[config.mk]
export PLATFORM = sky130hd
export DESIGN_NAME = uart_tx_fifo_drain
export DESIGN_NICKNAME = d
export VERILOG_FILES = /design/src/rtl/uart_tx_fifo_drain.sv
export SDC_FILE = /design/constraint.sdc
export NUM_CORES = 1
export LEC_CHECK = 0
export BUFFER_PORTS_ARGS = -buffer_cell sky130_fd_sc_hd__buf_4
export CAP_MARGIN = 20
export CORE_MARGIN = 2
export CORE_UTILIZATION = 55
export DETAILED_ROUTE_END_ITERATION = 12
export PLACE_DENSITY_LB_ADDON = 0.3
export SLEW_MARGIN = 20
export SYNTH_ARGS = -nofsm -noshare
export SYNTH_HDL_FRONTEND = slang
export SYNTH_SLANG_ARGS = --single-unit
export TNS_END_PERCENT = 100
[constraint.sdc]
create_clock -name i_clk -period 4.9 [get_ports i_clk]
set_input_delay 0.98 -clock i_clk [delete_from_list [all_inputs] [get_ports i_clk]]
set_output_delay 0.98 -clock i_clk [all_outputs]
set_load 0.02 [all_outputs]
[src/rtl/uart_tx_fifo_drain.sv]
// uart_tx_fifo_drain: pops bytes from a registered-output FIFO one at a time
// and serialises each onto a UART TX line as 8N1, 8E1 or 8O1.
// Every output is registered. At most one read enable is issued per frame.
module uart_tx_fifo_drain #(
  parameter int CLKS_PER_BIT = 868,  // clock cycles per UART bit, >= 2
  parameter int PARITY       = 0     // 0 = none, 1 = even, 2 = odd
) (
  input  logic       i_clk,
  input  logic       i_reset,       // asynchronous, active low
  input  logic       i_fifo_empty,
  input  logic [7:0] i_fifo_data,
  output logic       o_fifo_rd_en,
  output logic       o_tx,
  output logic       o_busy,
  output logic       o_done
);

  localparam int BAUD_W = (CLKS_PER_BIT > 1) ? $clog2(CLKS_PER_BIT) : 1;
  localparam logic [BAUD_W-1:0] BAUD_LAST     = BAUD_W'(CLKS_PER_BIT - 1);
  localparam logic [BAUD_W-1:0] BAUD_PRE_LAST = BAUD_W'(CLKS_PER_BIT - 2);
  localparam logic [BAUD_W-1:0] BAUD_ONE      = BAUD_W'(1);
  localparam bit PARITY_EN  = (PARITY != 0);
  localparam bit PARITY_ODD = (PARITY == 2);

  typedef enum logic [2:0] {
    ST_IDLE,
    ST_FETCH,
    ST_LATCH,
    ST_START,
    ST_DATA,
    ST_PARITY,
    ST_STOP
  } state_t;

  state_t            r_state;
  logic [BAUD_W-1:0] r_baud;
  logic [2:0]        r_bit_cnt;
  logic [7:0]        r_shift;
  logic              r_parity;
  logic              r_tx;
  logic              r_rd_en;
  logic              r_busy;
  logic              r_done;

  state_t            w_state;
  logic [BAUD_W-1:0] w_baud;
  logic [2:0]        w_bit_cnt;
  logic [7:0]        w_shift;
  logic              w_parity;
  logic              w_tx;
  logic              w_rd_en;
  logic              w_busy;
  logic              w_done;
  logic              w_bit_end;

  assign w_bit_end = (r_baud == BAUD_LAST);

  // Next-state and next-output decode; every output is produced one edge
  // ahead so that the registered versions line up with the bit timing.
  always_comb begin
    // NOTE: every signal written here gets a default first, so no path can
    // leave one unassigned and infer a latch.
    w_state   = r_state;
    w_baud    = r_baud;
    w_bit_cnt = r_bit_cnt;
    w_shift   = r_shift;
    w_parity  = r_parity;
    w_tx      = r_tx;
    w_rd_en   = 1'b0;
    w_busy    = r_busy;
    w_done    = 1'b0;

    unique case (r_state)
      ST_IDLE: begin
        w_tx   = 1'b1;
        w_busy = 1'b0;
        if (!i_fifo_empty) begin
          w_rd_en = 1'b1;
          w_busy  = 1'b1;
          w_state = ST_FETCH;
        end
      end

      // The FIFO samples the read enable at the end of this cycle.
      ST_FETCH: begin
        w_state = ST_LATCH;
      end

      // FIFO output is valid now; capture it and start the start bit.
      ST_LATCH: begin
        w_shift   = i_fifo_data;
        w_parity  = (^i_fifo_data) ^ PARITY_ODD;
        w_tx      = 1'b0;
        w_baud    = '0;
        w_bit_cnt = '0;
        w_state   = ST_START;
      end

      ST_START: begin
        if (w_bit_end) begin
          w_tx    = r_shift[0];
          w_shift = {1'b0, r_shift[7:1]};
          w_baud  = '0;
          w_state = ST_DATA;
        end else begin
          w_baud = r_baud + BAUD_ONE;
        end
      end

      ST_DATA: begin
        if (w_bit_end) begin
          w_baud = '0;
          if (r_bit_cnt == 3'd7) begin
            if (PARITY_EN) begin
              w_tx    = r_parity;
              w_state = ST_PARITY;
            end else begin
              w_tx    = 1'b1;
              w_state = ST_STOP;
            end
          end else begin
            w_tx      = r_shift[0];
            w_shift   = {1'b0, r_shift[7:1]};
            w_bit_cnt = r_bit_cnt + 3'd1;
          end
        end else begin
          w_baud = r_baud + BAUD_ONE;
        end
      end

      ST_PARITY: begin
        if (w_bit_end) begin
          w_tx    = 1'b1;
          w_baud  = '0;
          w_state = ST_STOP;
        end else begin
          w_baud = r_baud + BAUD_ONE;
        end
      end

      // Done is raised one edge early so the registered pulse covers the
      // final stop-bit cycle; busy drops together with the return to idle.
      ST_STOP: begin
        if (r_baud == BAUD_PRE_LAST) begin
          w_done = 1'b1;
        end
        if (w_bit_end) begin
          w_baud  = '0;
          w_busy  = 1'b0;
          w_state = ST_IDLE;
        end else begin
          w_baud = r_baud + BAUD_ONE;
        end
      end

      default: begin
        w_tx    = 1'b1;
        w_busy  = 1'b0;
        w_state = ST_IDLE;
      end
    endcase
  end

  // State and output registers; reset forces the line idle at once.
  always_ff @(posedge i_clk or negedge i_reset) begin
    if (!i_reset) begin
      r_state   <= ST_IDLE;
      r_baud    <= '0;
      r_bit_cnt <= '0;
      r_shift   <= '0;
      r_parity  <= 1'b0;
      r_tx      <= 1'b1;
      r_rd_en   <= 1'b0;
      r_busy    <= 1'b0;
      r_done    <= 1'b0;
    end else begin
      // NOTE: non-blocking assignments so every register updates from the
      // values of the previous cycle, independent of statement order.
      r_state   <= w_state;
      r_baud    <= w_baud;
      r_bit_cnt <= w_bit_cnt;
      r_shift   <= w_shift;
      r_parity  <= w_parity;
      r_tx      <= w_tx;
      r_rd_en   <= w_rd_en;
      r_busy    <= w_busy;
      r_done    <= w_done;
    end
  end

  assign o_fifo_rd_en = r_rd_en;
  assign o_tx         = r_tx;
  assign o_busy       = r_busy;
  assign o_done       = r_done;

endmodule

# Word level (Yosys, flattened, before mapping)
# Cells that the tools add are included.
# word_totals
register_bits,28
output_inout_bits,4
wordCells,67
# op_classes
add_sub_neg,2
n_eq_ne,16
mux,27
bitwise,2
reduce_logical,12
# ops
op,count
two-way mux 3 bit,8
two-way mux 8 bit,3
case mux 8 bit (3 select lines),1
case mux 3 bit (7 select lines),1
equality test 10 bit (second input constant),2
case mux 10 bit (2 select lines),1
!= test 2 bit (second input constant),7
equality test 3 bit (second input constant),4
adder 10 x 1 -> 10 bit (second input constant),1
two-way mux 10 bit,1
two-way mux 1 bit,9
AND reduction 4 bit,2
equality test 3 x 2 -> 1 bit (second input constant),2
case mux 3 bit (2 select lines),1
AND reduction 6 bit,1
case mux 1 bit (5 select lines),1
OR reduction 5 bit,1
nonzero test 2 bit,2
OR reduction 4 bit,1
adder 3 x 1 -> 3 bit (second input constant),1
equality test 3 x 1 -> 1 bit (second input constant),1
logical NOT 3 bit,1
case mux 1 bit (3 select lines),1
AND reduction 3 bit,1
4 further kinds,5

# Longest topological paths before layout
# Gate-level depths: netlist of the first run.
# logic_depth
depth_word,4
ltp_mapped,8
depth_no_buf,6

# Worst setup path before layout of the first run
# OpenSTA, ideal clock, no wires.
# synth_path
path_kind,register to register
startpoint,reg r_bit_cnt[0]
endpoint,reg r_shift[1]
setup_ns,0.125
arrival_time_ns,1.792
required_time_ns,4.775
setup_slack_ns,2.983
path_stages_with_launch,7
path_buffers,1
period_less_slack_ns,1.917
path_cell_list,dfrtp_1 -> ha_1 -> ha_1 -> nor4b_1 -> o22a_4 -> buf_6 -> mux2_4
# synth_via
elab_chain_cells,3
# synth_lines
item,line_no,text
start: declaration,37,logic [2:0] r_bit_cnt;
start signal: assignment,181,r_bit_cnt <= w_bit_cnt;
equality test 3 bit,113,if (r_bit_cnt == 3'd7) begin
!= test 2 bit (no line),n/a,
AND reduction 4 bit (no line),n/a,
end signal: assignment,182,r_shift <= w_shift;
end: declaration,38,logic [7:0] r_shift;
# No other way between the ends.
# A chain may end at the register's enable or synchronous reset.

# Worst setup path after layout of the first run
# layout_path
startpoint,reg r_baud[4]
endpoint,reg r_shift[1]
# layout_via
elab_chain_cells,3
# layout_lines
item,line_no,text
start: declaration,36,logic [BAUD_W-1:0] r_baud;
start signal: assignment,180,r_baud <= w_baud;
equality test 10 bit (*),56,assign w_bit_end = (r_baud == BAUD_LAST);
!= test 2 bit (no line),n/a,
AND reduction 4 bit (no line) (*),n/a,
# Every way passes the cells marked *; elsewhere a longest branch is shown, timed or not.

==> flow_metrics.env, run 1 <==
export IMPL_timing_worst_setup_path_type="register to register"
export IMPL_path_max_fanout=10
export IMPL_fillers=235
export IMPL_clk_latency_ns=0.32
export IMPL_setup_violations=0
export IMPL_synth_area_leaders="dfrtp_1 (41%), mux2_2 (5.5%), mux2_4 (5.5%), a22o_1 (3.8%), ha_1 (3.1%)"
export IMPL_fp_dieW_um=58.5
export IMPL_syn_to_final_growth_pct=6.13
export IMPL_routed_via_density=6.28
export IMPL_synth_top_cell_area_share=0.413
export IMPL_numCtsBuffers=3
export IMPL_worstMarginPinSlew_ns=0.736
export IMPL_required_ns=5.12
export IMPL_ant_nets=0
export IMPL_grt_util_all_layers=0.195
export IMPL_async_flop_share=1.00
export IMPL_cts_htree_levels=1
export IMPL_outcome="completed"
export IMPL_gp_congestion=0.833
export IMPL_nets=171
export IMPL_peakVddDrop_uv=204
export IMPL_arrival_ns=2.29
export IMPL_row_count=19
export IMPL_firstDrtPassIters=4
export IMPL_hold_ws_ns=0.522
export IMPL_cts_root_buf="clkbuf_4"
export IMPL_die_area_mm2=0.00342
export IMPL_rsz0062_at_grt="false"
export IMPL_place_hpwl_um=2040
export IMPL_seq_area_um2=702
export IMPL_synthesis_area_mm2=0.00163
export IMPL_vias=1168
export IMPL_grt_pass1_vias=1065
export IMPL_cap_violations=0
export IMPL_synth_seq_cells=28
export IMPL_period_needed_ns=2.07
export IMPL_ys_types=48
export IMPL_cts_clk_slew_worst_paths_ns=0.15
export IMPL_p_leak_nw=0.760
export IMPL_start_util=0.587
export IMPL_antenna_found_initial=0
export IMPL_cts_resized=0
export IMPL_clk_path_buf_depth=2
export IMPL_post_cts_buffers=0
export IMPL_slew_violations=0
export IMPL_synth_edf_count=0
export IMPL_cp_end_kind="register"
export IMPL_hp_class="register to register"
export IMPL_finClkSkew_ns=0.0100
export IMPL_syn_avg_cell_area_um2=11.0
export IMPL_gr_total_overflow=0
export IMPL_yosysTopAreaCell="dfrtp_1"
export IMPL_postSynthCellCount=149
export IMPL_grt_first_pass_wirelength_um=5090
export IMPL_seq_area_frac_synth=0.430
export IMPL_cts_tree="done"
export IMPL_timing_setup_tns_ns=0
export IMPL_finalHoldViolCount=0
export IMPL_layout_drive_gt1_share=0.245
export IMPL_io_pins=15
export IMPL_syn_num_nets=164
export IMPL_drc=0
export IMPL_post_route_util=0.623
export IMPL_multi_input_comb_area_um2=830
export IMPL_ys_flop_type="dfrtp_1"
export IMPL_grt_start_max_net_pins=29
export IMPL_yosys_warnings=0
export IMPL_final_cell_area_mm2=0.00173
export IMPL_p_per_area_mw_per_mm2=213
export IMPL_dpl_cell_area_mm2=0.00170
export IMPL_fin_crit_sh=0.422
export IMPL_cts_sinks=28
export IMPL_drtIter0Drc=30
export IMPL_hold_buffers=0
export IMPL_diodes=0
export IMPL_core_area_mm2=0.00278
export IMPL_start_kind="register"
export IMPL_port_buffers=14
export IMPL_max_freq_mhz=483
export IMPL_relSlewSlack=0.509
export IMPL_wl_um=2880
export IMPL_wl_per_cell_um=15.5
export IMPL_die_h_um=58.5
[worst paths after layout]
kind / end / slack, ns / depth (start not counted) / startpoint
worst max-delay path: r_shift[1]$_DFFE_PN0P_ / 2.83 / 4 / r_baud[4]$_DFFE_PN0P_
worst max register to register: r_shift[1]$_DFFE_PN0P_ / 2.83 / 4 / r_baud[4]$_DFFE_PN0P_
worst min-delay path: o_busy$_DFFE_PN0P_ / 0.52 / 1 / o_busy$_DFFE_PN0P_
max in group asynchronous: o_tx$_DFFE_PN1P_ / 4.05 / 1 / i_reset
worst min register to register: o_busy$_DFFE_PN0P_ / 0.52 / 1 / o_busy$_DFFE_PN0P_
min in group asynchronous: r_baud[7]$_DFFE_PN0P_ / 0.53 / 1 / i_reset
[cells by family after synthesis]
kind of cell,Yosys count,share of synthesized area
AND/OR/NAND/NOR,40,0.145
multiplexers,16,0.123
flip-flops,28,0.430
AO/OA/AOI/OAI,41,0.199
XOR/XNOR,2,0.0107
buffers and inverters,18,0.0628
adder cells (fa/ha/maj),4,0.0306
[per-stage QoR]
step | worst slack (ns) | total power, mW | instances
after global routing | 2.68 | 0.384 | 186
final | 2.83 | 0.369 | 186
after floorplan | 2.98 | 0.249 | 149
after detailed placement | 2.84 | 0.262 | 182
after global placement | 2.91 | 0.261 | 182
after CTS | 2.82 | 0.378 | 186
[registers in the layout, indices dropped and copies added, names as in the netlist]
signal	flops
r_baud	10
r_shift	8
r_bit_cnt	3
r_state	3
o_busy	1
o_done	1
o_fifo_rd_en	1
o_tx	1
[worst max-delay path, cell delays in order (launching register included)]
cell and delay [ns]:
dfrtp_1 0.49, nor4b_4 0.43, and3_1 0.44, o22a_4 0.29, mux2_4 0.31
[routing by layer]
metal  wire, µm  vias up  part of all wire  global-route usage
li1           -      571                 -                   -
met1       1420      569              0.49               0.286
met2       1320       24              0.46               0.295
met3         92        4             0.032              0.0264
met4         42        0             0.015              0.0698
met5          0        -                 0                   0
[synthesized netlist by cell type (2+ instances only)]
cell,count
a21oi_1,5
a22o_1,7
a31o_1,2
a31oi_1,5
a32o_1,2
a41oi_1,2
and2_1,2
and3_1,2
buf_2,3
buf_6,4
clkbuf_1,4
dfrtp_1,27
ha_1,4
inv_1,6
mux2_2,8
mux2_4,6
mux2i_1,2
nand2_1,9
nand2b_1,3
nand3_1,5
nand4_1,3
nor2_1,6
nor2b_1,2
nor4_1,2
o21ai_0,5
[final cells by class]
cell class,instances,area share
Multi-Input combinational cell,103,0.478
Sequential cell,28,0.405
Timing Repair Buffer,14,0.0606
Tap cell,31,0.0224
Clock buffer,4,0.0209
Inverter,6,0.0130
[cell usage in the layout, fill, tap and decap left out, types with 2 or more instances in the layout]
master / netlist / layout
dfrtp_1: 27 / 27
buf_4: 0 / 14
nand2_1: 9 / 9
mux2_2: 8 / 8
a22o_1: 7 / 7
inv_1: 6 / 6
nor2_1: 6 / 6
mux2_4: 6 / 6
nand3_1: 5 / 5
o21ai_0: 5 / 5
a21oi_1: 5 / 5
a31oi_1: 5 / 5
ha_1: 4 / 4
nand4_1: 3 / 3
nand2b_1: 3 / 3
clkbuf_4: 0 / 3
nor4_1: 2 / 2
and3_1: 2 / 2
nor2b_1: 2 / 2
a32o_1: 2 / 2
and2_1: 2 / 2
a31o_1: 2 / 2
mux2i_1: 2 / 2
a41oi_1: 2 / 2
[where the power goes]
part / internal, mW / leakage (nW) / switching, mW
Combinational: 0.0117 / 0.406 / 0.00858
Sequential: 0.235 / 0.333 / 0.00214
Clock: 0.0454 / 0.0210 / 0.0660
No activity file was read; power rests on OpenSTA's default activity.
==> run 2, diff against run 1 <==
Clock period 4.9 ns to 2.1 ns, I/O delays scaled along.
==> run 2 against run 1 <==
Clock-buffer cell count is the same. Highest routed layer unchanged. Die area stayed put. First-iteration DRC count rose by 47%. Sequential share of layout area down 1.1 points. Final cell count is 3.2% higher. Largest power group unchanged. Critical path depth is the same. Global-route usage up 0.26 points. Wire length increased by 2.3%. Hold slack got worse by 0.28 ns. Worst setup slack worse by 2.7 ns. Core utilization rose by 1.7 points. Power up 130%.
==> flow_metrics.env, run 2 (synthesized netlist as in run 1, its figures left out) <==
export IMPL_slew_violations=0
export IMPL_numCtsBuffers=3
export IMPL_path_max_fanout=8
export IMPL_fp_dieW_um=58.5
export IMPL_hp_class="input pin to register"
export IMPL_place_hpwl_um=2190
export IMPL_firstDrtPassIters=4
export IMPL_cap_violations=0
export IMPL_nets=177
export IMPL_die_h_um=58.5
export IMPL_cts_resized=0
export IMPL_power_frac_seq=0.642
export IMPL_routed_via_density=6.07
export IMPL_finalHoldViolCount=0
export IMPL_cp_depth=4
export IMPL_grt_pass1_vias=1156
export IMPL_relSlewSlack=0.534
export IMPL_p_comb_frac=0.056
export IMPL_period_needed_ns=1.93
export IMPL_final_cell_mix="dfrtp_1 (27), buf_4 (19), nand2_1 (9)"
export IMPL_die_area_mm2=0.00342
export IMPL_vias=1166
export IMPL_start_kind="register"
export IMPL_drc=0
export IMPL_final_common_cell="dfrtp_1"
export IMPL_cp_slowest_cell="dfrtp_1"
export IMPL_setup_worst_path_end="r_shift[3]$_DFFE_PN0P_"
export IMPL_rrSetupSlack_ns=0.17
export IMPL_clk_path_buf_depth=2
export IMPL_cts_sinks=28
export IMPL_reg_top3="r_baud: 10 flops, r_shift: 8 flops"
export IMPL_timing_setup_tns_ns=0
export IMPL_peakVddDrop_uv=357
export IMPL_p_sw_mw=0.178
export IMPL_max_freq_mhz=519
export IMPL_wl_um=2950
export IMPL_post_cts_buffers=0
export IMPL_crit_buf_inv=0
export IMPL_cp_cell_sequence="nor4b_4 -> and3_1 -> o22a_4 -> mux2_4"
export IMPL_grt_util_all_layers=0.197
export IMPL_worstMarginPinSlew_ns=0.698
export IMPL_cts_root_buf="clkbuf_4"
export IMPL_fin_crit_sh=0.918
export IMPL_p_leak_nw=0.789
export IMPL_timing_worst_setup_path_type="register to register"
export IMPL_p_per_area_mw_per_mm2=483
export IMPL_ant_nets=0
export IMPL_row_count=19
export IMPL_cp_end_kind="register"
export IMPL_cts_htree_levels=1
export IMPL_core_area_mm2=0.00278
export IMPL_gr_total_overflow=0
export IMPL_rsz0062_at_grt="false"
export IMPL_regMostFlops="r_baud"
export IMPL_p_clk_frac=0.301
export IMPL_switching_share=0.207
export IMPL_required_ns=2.32
export IMPL_syn_to_final_growth_pct=9.04
export IMPL_cts_tree="done"
export IMPL_layout_drive_gt1_share=0.267
export IMPL_drtIter0Drc=44
export IMPL_r2r_end="r_shift[3]$_DFFE_PN0P_"
export IMPL_r2r_cells=4
export IMPL_finClkSkew_ns=0.00905
export IMPL_r2r_start="r_baud[4]$_DFFE_PN0P_"
export IMPL_antenna_found_initial=0
export IMPL_io_pins=15
export IMPL_setup_violations=0
export IMPL_critPathLaunch="r_baud[4]$_DFFE_PN0P_"
export IMPL_largest_reg_flops=10
export IMPL_gp_congestion=0.823
export IMPL_outcome="completed"
export IMPL_grt_start_max_net_pins=29
export IMPL_dp_cells=187
export IMPL_p_total_mw=0.861
export IMPL_port_buffers=14
export IMPL_cpPeakStageDelay_ns=0.50
export IMPL_cpLargestDelayFamily="simple AND/OR/NAND/NOR gates"
export IMPL_clk_latency_ns=0.33
export IMPL_wl_per_cell_um=15.3
export IMPL_start_util=0.587
export IMPL_cts_clk_slew_worst_paths_ns=0.15
export IMPL_instances_no_fill=192
export IMPL_p_int_mw=0.683
export IMPL_diodes=0
export IMPL_grt_first_pass_wirelength_um=5160
export IMPL_arrival_ns=2.15
## run 2: how the worst min path moves through the flow
stage	startpoint	end	slack (ns)	depth (start not counted)
finish	i_fifo_empty	o_fifo_rd_en$_DFF_PN0_	0.24	2
global route	i_fifo_empty	o_fifo_rd_en$_DFF_PN0_	0.22	2
global placement	i_reset	r_baud[7]$_DFFE_PN0P_	0.35	1
detailed placement	i_reset	r_baud[7]$_DFFE_PN0P_	0.36	1
floorplan	i_reset	o_busy$_DFFE_PN0P_	0.12	0
CTS	i_fifo_empty	o_fifo_rd_en$_DFF_PN0_	0.23	2
## run 2: power by group through the flow
stage | sequential (mW) | combinational [mW] | clock, mW
after global placement | 0.563 | 0.0466 | 0
after detailed placement | 0.563 | 0.0488 | 0
after global routing | 0.555 | 0.0543 | 0.291
after CTS | 0.554 | 0.0500 | 0.273
after floorplan | 0.563 | 0.0183 | 0
final | 0.553 | 0.0485 | 0.259
## run 2: repair_timing
action | CTS | global route
endpoints found under the hold margin | 27 | 0
hold buffers | 1 | 0
setup endpoints to repair | 0 | 0
## run 2: final cells by class
| type | count | area (µm²) |
|---|---|---|
| sequential | 28 | 702 |
| multi-input combinational | 103 | 830 |
| inverter | 6 | 22.5 |
| tap | 31 | 38.8 |
| timing repair buffer | 20 | 153 |
| fill | 223 | 1000 |
| clock buffer | 4 | 36.3 |
## run 2: metrics by stage
step           hold WS (ns)  utilization  area (µm²)  setup WS, ns
6_report              0.245        0.641        1780         0.172
4_1_cts               0.226        0.641        1780         0.151
3_5_place_dp          0.358        0.624        1740         0.178
3_3_place_gp          0.349        0.624        1740         0.259
5_1_grt               0.216        0.641        1780        0.0482
2_1_floorplan         0.124            -        1630         0.183
## run 2: layer usage
metal  global-route usage  vias to the layer above  routed length (µm)
met4               0.0797                        0                  47
met1                0.260                      553                1380
met2                0.329                       30                1400
met5                    0                        -                   0
li1                     -                      578                   -
met3               0.0264                        5                 117
